`src/rtl/fancy_timer_ctrl.sv`:
```
// Programmable-delay timer controller: hunts for a start pattern, shifts in a
// delay MSB-first, counts (delay+1)*TICKS_PER_UNIT cycles, then holds done until ack.
module fancy_timer_ctrl #(
  parameter logic [3:0] PATTERN        = 4'b1101,
  parameter int         DELAY_W        = 4,
  parameter int         TICKS_PER_UNIT = 1000
) (
  input  logic               clk,
  input  logic               reset,
  input  logic               data,
  input  logic               ack,
  output logic [DELAY_W-1:0] count,
  output logic               counting,
  output logic               done
);

  localparam int TICK_W = $clog2(TICKS_PER_UNIT);
  localparam int BIT_W  = $clog2(DELAY_W + 1);
  localparam logic [TICK_W-1:0] TICK_LAST = TICK_W'(TICKS_PER_UNIT - 1);
  localparam logic [BIT_W-1:0]  BIT_LAST  = BIT_W'(DELAY_W - 1);

  typedef enum logic [1:0] {
    SEARCH = 2'd0,
    SHIFT  = 2'd1,
    COUNT  = 2'd2,
    DONE   = 2'd3
  } state_t;

  state_t              state_q, state_d;
  logic [2:0]          hist_q, hist_d;
  logic [BIT_W-1:0]    bit_q, bit_d;
  logic [TICK_W-1:0]   tick_q, tick_d;
  logic [DELAY_W-1:0]  delay_q, delay_d;
  logic [DELAY_W-1:0]  count_q, count_d;
  logic                counting_q, counting_d;
  logic                done_q, done_d;

  // Only the three most recent bits are kept; the fourth is the live data input.
  always_comb begin
    state_d = state_q;
    hist_d  = hist_q;
    bit_d   = bit_q;
    tick_d  = tick_q;
    delay_d = delay_q;
    case (state_q)
      SEARCH: begin
        hist_d = {hist_q[1:0], data};
        if ({hist_q, data} == PATTERN) begin
          state_d = SHIFT;
          bit_d   = '0;
        end
      end
      SHIFT: begin
        delay_d = {delay_q[DELAY_W-2:0], data};
        bit_d   = bit_q + 1'b1;
        if (bit_q == BIT_LAST) begin
          state_d = COUNT;
          tick_d  = '0;
        end
      end
      COUNT: begin
        if (tick_q == TICK_LAST) begin
          if (delay_q == '0) begin
            state_d = DONE;
          end else begin
            delay_d = delay_q - 1'b1;
            tick_d  = '0;
          end
        end else begin
          tick_d = tick_q + 1'b1;
        end
      end
      DONE: begin
        if (ack) begin
          state_d = SEARCH;
          hist_d  = '0;
        end
      end
      default: state_d = SEARCH;
    endcase

    // Outputs are decoded from the next state so the registered copies track state_q exactly.
    counting_d = (state_d == COUNT);
    done_d     = (state_d == DONE);
    count_d    = (state_d == COUNT) ? delay_d : '0;
  end

  always_ff @(posedge clk) begin
    if (reset) begin
      state_q    <= SEARCH;
      hist_q     <= '0;
      bit_q      <= '0;
      tick_q     <= '0;
      delay_q    <= '0;
      count_q    <= '0;
      counting_q <= 1'b0;
      done_q     <= 1'b0;
    end else begin
      state_q    <= state_d;
      hist_q     <= hist_d;
      bit_q      <= bit_d;
      tick_q     <= tick_d;
      delay_q    <= delay_d;
      count_q    <= count_d;
      counting_q <= counting_d;
      done_q     <= done_d;
    end
  end

  assign count    = count_q;
  assign counting = counting_q;
  assign done     = done_q;

endmodule

```
`config.mk`:
```
export PLATFORM = sky130hd
export DESIGN_NAME = fancy_timer_ctrl
export DESIGN_NICKNAME = d
export VERILOG_FILES = /design/src/rtl/fancy_timer_ctrl.sv
export SDC_FILE = /design/constraint.sdc
export NUM_CORES = 1
export LEC_CHECK = 0
export BUFFER_PORTS_ARGS = -buffer_cell sky130_fd_sc_hd__buf_2
export CAP_MARGIN = 40
export CORE_ASPECT_RATIO = 0.8
export CORE_MARGIN = 2
export CORE_UTILIZATION = 35
export CTS_CLUSTER_DIAMETER = 60
export CTS_CLUSTER_SIZE = 40
export DETAILED_ROUTE_END_ITERATION = 6
export PLACE_DENSITY = 0.52
export SETUP_SLACK_MARGIN = 0.02
export SLEW_MARGIN = 20
export SYNTH_ARGS = -nofsm -noshare
export SYNTH_HDL_FRONTEND = slang
export SYNTH_SLANG_ARGS = --single-unit
export TNS_END_PERCENT = 30
```
`constraint.sdc`:
```
create_clock -name clk -period 2.6 [get_ports clk]
set_clock_uncertainty 0.05 [all_clocks]
set_input_delay 0.39 -clock clk [delete_from_list [all_inputs] [get_ports clk]]
set_output_delay 0.39 -clock clk [all_outputs]
set_load 0.01 [all_outputs]
```
==> reports/metrics.csv, run 1 <==
metric;value;unit
outcome;completed;
max_stage_delay;0.75;ns
hold_violations;0;
dp.cells;230;
wl_per_cell;13.6;um
p_per_area;564;nW/um^2
r2r-start;state_q[1];
wl;3190;um
syn-num-nets;181;
drc;0;
fp-row-count;21;
clockBufferDepth;2;
ctsHoldBuffers;0;
grt_usage;14.1;%
io_pins;10;
ir_drop;0.306;mV
r2r-end;count[1];
fin_crit;2.17;ns
layout_commonest_cell;dfxtp_1;
critPathBufInv;1;
start_util;36.2;%
num_vias;1228;
p_leak;0.000584;uW
holdPathEnd;hist_q[0];
synth_top_flop_cell;dfxtp_1;
rrSetupSlack;0.43;ns
fin_nets;190;
placed_cell_area;1610;sq um
yosysSeqAreaShare;37.1;%
path_delay_family;compound AO/OA/AOI/OAI gates;
hp-start;data;
die_h;62.8;um
gp_congestion;0.897;
clkSinkCount;28;
critPathCaptureType;register;
dieArea;4860;sq um
fillers;418;
fin_total_pwr;951;uW
cts_setup_buffers;0;
cp.required;2.72;ns
synth.distinct_cells;49;
die_w;77.5;um
antenna_found_initial;0;
via_per_inst;5.25;
grt_pass1_vias;1228;
slew_headroom;49.2;%
diodes;0;
synth_edf_count;0;
max_cap_viol_count;0;
grt_overflow;0;
final_cells;234;
critPathKind;register to register;
synthCells;169;
preCtsSetupSlack;0.523;ns
drive_above_1_share;14.1;%
cts_tree;built;
dpl.hpwl;2380;um
cts_max_level;1;
syn_area;1510;sq um
cts_made_buffers;3;
period_share;83.5;%
rsz0062_at_grt;no;
areaGrowthSynthToFinish;11.5;%
crit_arrival;2.30;ns
insertion_delay;0.28;ns
finalWorstSetupSlack;0.428;ns
cp-start-kind;register;
cp_slowest_cell;a2111oi_1;
critPathMaxFanout;8;
drt_iter0_drc;63;
final-seq-area;561;sq um
yosys_warnings;0;
rr_worst_depth;5;
core_area;4180;sq um
worstPathCellList;inv_1, ha_1, a2111oi_1, a21oi_4, a2111oi_1;
ctsResizeCount;0;
grt_max_degree;21;
final_area;1690;sq um
path_common_cell;a2111oi_1;
mostFrequentLayoutCells;dfxtp_1 (28), nor2_1 (19), nand2_1 (12);
multi_input_area;888;sq um
port_buffers;9;
setup_tns;0;ns
hold_path.class;input port to register;
antenna_left;0;
fmax;0.460;GHz
grt_pass1_wl;5550;um
clkSlewWorstSetupHoldPaths;0.10;ns
syn_area_per_cell;8.94;sq um
tightest_slew;0.760;ns
ys_ff_latch;28;
maxSlewViolCount;0;
cts-root-buf;clkbuf_8;
hold_depth;3;
drt_first_pass_iters;4;
async_flop_share;0;%
finalSetupViolations;0;
[registers in the layout, indices dropped and copies added (netlist names)]
register and cells:
delay_q 4, counting 1, done 1, tick_q 10, count 4, hist_q 3
state_q 2, bit_q 3
[layer usage]
metal  track usage [%]  share of wire [%]
met5                 0                  0
met4              4.91               0.56
met3              4.05                3.2
met2              22.3                 44
met1              18.5                 53
[final cells by class]
| class | count | share of cell area, % |
|---|---|---|
| flip-flops and latches | 28 | 33.3 |
| repair buffers | 11 | 3.56 |
| multi-input cells | 125 | 52.7 |
| well taps | 57 | 4.23 |
| clock inverters | 1 | 1.78 |
| clock buffers | 3 | 2.45 |
| inverters | 9 | 2.00 |
[how the worst max path moves through the flow]
stage / endpoint / slack, ns / start / cells past startpoint
after floorplan: count[1] / 0.69 / state_q[1] / 7
after global placement: count[1] / 0.50 / state_q[0] / 5
after detailed placement: count[1] / 0.52 / state_q[1] / 5
after CTS: count[1] / 0.49 / state_q[0] / 5
after global routing: tick_q[6] / 0.32 / state_q[1] / 6
final: count[1] / 0.43 / state_q[1] / 5
[where the power goes]
group / internal [uW] / total, uW / switching (uW) / leakage, uW
combinational: 52.2 / 143 / 91.3 / 0.000322
clock: 206 / 345 / 138 / 0.0000357
sequential: 445 / 463 / 17.9 / 0.000226
[cells in the mapped netlist, types with 2 or more instances]
library cell	n	share of area, %
nand2_1	12	3.0
or3_1	2	0.83
nor2_1	19	4.7
nand3_1	5	1.7
nor3_1	6	2.0
inv_1	9	2.2
xnor2_1	5	2.9
a2111oi_1	2	1.3
clkbuf_1	5	1.2
dfxtp_1	28	37
o21ai_0	6	2.0
nor2b_1	2	0.83
nand2b_1	2	0.83
o31ai_1	2	0.99
nand4_1	2	0.83
buf_2	2	0.66
a211oi_1	2	0.99
nor4_1	6	2.5
a21oi_1	7	2.3
mux2i_1	5	3.3
ha_1	8	6.6
a22oi_1	5	2.5
[through the flow]
| stage | hold slack (ns) | util [%] |
|---|---|---|
| 3_5_place_dp | 0.471 | 38.6 |
| 4_1_cts | 0.371 | 40.3 |
| 6_report | 0.372 | 40.3 |
| 2_1_floorplan | 0.421 | - |
| 3_3_place_gp | 0.434 | 38.6 |
| 5_1_grt | 0.385 | 40.3 |
[kinds of logic (layout without fill, tap and decap cells)]
family,Yosys count,after routing,share of synthesized area (%)
compound gates,34,34,16.2
fa+ha+maj,8,8,6.62
xor+xnor,6,6,3.48
flops,28,28,37.1
simple gates,71,71,28.4
mux,6,6,4.06
buf+inv,16,24,4.14
[worst min-delay path, cell delays in order]
cell and delay, ns:
buf_2 0.12, a22oi_1 0.07, nor2_1 0.08
Power figures use the tool's default switching activity.
==> run 2: changes to the inputs <==
==> constraint.sdc (replaced) <==
create_clock -name clk -period 2 [get_ports clk]
set_clock_uncertainty 0.05 [all_clocks]
set_input_delay 0.3 -clock clk [delete_from_list [all_inputs] [get_ports clk]]
set_output_delay 0.3 -clock clk [all_outputs]
set_load 0.01 [all_outputs]
==> reports/metrics.csv, run 2 (synthesis gave the netlist of run 1 again) <==
metric;value;unit;change
outcome;completed;;unchanged
gp_congestion;0.794;;was 0.897
drt_iter0_drc;40;;was 63
grt_pass1_vias;1250;;was 1228
hold_path.class;input port to register;;unchanged
finalWorstSetupSlack;0.0891;ns;was 0.428 ns
fillers;417;;was 418
dp.cells;243;;was 230
fmax;0.523;GHz;was 0.460 GHz
largest-register;tick_q;;unchanged
clkSinkCount;28;;unchanged
p_leak;0.000657;uW;was 0.000584 uW
start_util;36.2;%;unchanged
die_w;77.5;um;unchanged
cts_tree;built;;unchanged
max_stage_delay;0.43;ns;was 0.75 ns
dieArea;4860;sq um;unchanged
dpl.hpwl;2500;um;was 2380 um
placed_cell_area;1710;sq um;was 1610 sq um
antenna_found_initial;0;;unchanged
grt_usage;14.7;%;was 14.1%
clockBufferDepth;2;;unchanged
largest_reg_flops;10;;unchanged
maxSlewViolCount;0;;unchanged
drc;0;;unchanged
fin_nets;204;;was 190
critPathMaxFanout;7;;was 8
cp.required;2.16;ns;was 2.72 ns
max_cap_viol_count;0;;unchanged
cp-start-kind;register;;unchanged
p_per_area;659;nW/um^2;was 564 nW/um^2
slew_headroom;65.3;%;was 49.2%
preCtsSetupSlack;0.00147;ns;was 0.523 ns
die_h;62.8;um;unchanged
rsz0062_at_grt;yes;;was no
grt_max_degree;21;;unchanged
fin_total_pwr;1190;uW;was 951 uW
ir_drop;0.319;mV;was 0.306 mV
grt_overflow;0;;unchanged
fin_crit;1.91;ns;was 2.17 ns
period_share;95.5;%;was 83.5%
io_pins;10;;unchanged
diodes;0;;unchanged
wl_per_cell;13.5;um;was 13.6 um
power.switching;334;uW;was 247 uW
clkSlewWorstSetupHoldPaths;0.10;ns;about the same
mostFrequentLayoutCells;dfxtp_1 (25), nor2_1 (19), buf_4 (16);;was dfxtp_1 (28), nor2_1 (19), nand2_1 (12)
grt_pass1_wl;5730;um;was 5550 um
final_area;1800;sq um;was 1690 sq um
final_util;43.1;%;was 40.3%
seqPwrFrac;50.6;%;was 48.7%
drive_above_1_share;26.2;%;was 14.1%
port_buffers;9;;unchanged
via_per_inst;5.31;;was 5.25
core_area;4180;sq um;unchanged
cts_made_buffers;3;;unchanged
cp_slowest_cell;or4_4;;was a2111oi_1
tightest_slew;0.510;ns;was 0.760 ns
cts_max_level;1;;unchanged
worstPathCellList;inv_2, ha_2, or3b_4, or4_4, a21oi_4, nor3b_2;;was inv_1, ha_1, a2111oi_1, a21oi_4, a2111oi_1
areaGrowthSynthToFinish;19.2;%;was 11.5%
num_vias;1317;;was 1228
cts-root-buf;clkbuf_8;;unchanged
insertion_delay;0.28;ns;about the same
hold_violations;0;;unchanged
swShare;28.2;%;was 26.0%
crit_arrival;2.07;ns;was 2.30 ns
final_cells;248;;was 234
antenna_left;0;;unchanged
clkPwrFrac;30.6;%;was 36.2%
finalSetupViolations;0;;unchanged
wl;3350;um;was 3190 um
fp-row-count;21;;unchanged
p_int;852;uW;was 704 uW
critPathCaptureType;register;;unchanged
drt_first_pass_iters;4;;unchanged
share_comb_of_total_power;18.8;%;was 15.1%
critPathKind;register to register;;unchanged
layout_commonest_cell;dfxtp_1;;unchanged
## run 2: cell count changes in the layout (fill, tap and decap cells not counted), moves of 3 or more
cell | previous run | this run
ha_2 | 0 | 3
buf_4 | 2 | 16
ha_1 | 8 | 5
dfxtp_2 | 0 | 3
dfxtp_1 | 28 | 25
## run 2: timing repair
item                                    CTS  global route
pin swaps                                 2             2
endpoints found under the setup margin    1            14
resized for setup                         3             8
buffers inserted                          0             1
hold buffers                              0             0
## run 2: cell type report
| type | count | area, sq um | area share (%) |
|---|---|---|---|
| tap | 57 | 71.3 | 3.96 |
| timing repair buffer | 25 | 165 | 9.17 |
| sequential | 28 | 564 | 31.3 |
| clock buffer | 4 | 55.1 | 3.06 |
| multi-input combinational | 125 | 912 | 50.6 |
| inverter | 9 | 33.8 | 1.87 |
## run 2: routing by layer
| layer | part of all wire (%) | global-route usage, % | vias to the layer above | wire length, um |
|---|---|---|---|---|
| met3 | 3.4 | 3.47 | 2 | 115 |
| met2 | 46 | 23.7 | 22 | 1550 |
| met1 | 50 | 20.0 | 635 | 1670 |
| li1 | - | - | 658 | - |
| met4 | 0.39 | 3.13 | 0 | 13 |
| met5 | 0 | 0 | - | 0 |
## run 2: path summary, 6_finish.rpt
kind	cells past startpoint	startpoint	slack, ns	end
worst max register to register	6	state_q[0]	0.09	done
worst min register to register	2	hist_q[0]	0.48	hist_q[1]
worst min-delay path	3	data	0.26	hist_q[0]
worst max-delay path	6	state_q[0]	0.09	done
## run 2: power groups by stage
stage | clock, uW | sequential (uW) | combinational (uW)
floorplan | 0 | 610 | 133
global placement | 0 | 610 | 207
detailed placement | 0 | 610 | 211
CTS | 374 | 598 | 215
global route | 402 | 605 | 250
finish | 363 | 600 | 223
## run 2: per-stage QoR
stage / TNS, ns / hold slack [ns]
2_1_floorplan: 0 / 0.398
3_3_place_gp: 0 / 0.438
3_5_place_dp: 0 / 0.450
4_1_cts: 0 / 0.265
5_1_grt: -0.0300 / 0.302
6_report: 0 / 0.263
## run 2: worst max-delay path: cells and delay by family, from the launching register on
family,cells,cell delay (ns)
buf+inv,1,0.05
simple gates,3,1.00
compound gates,1,0.24
fa+ha+maj,1,0.17
flops,1,0.34
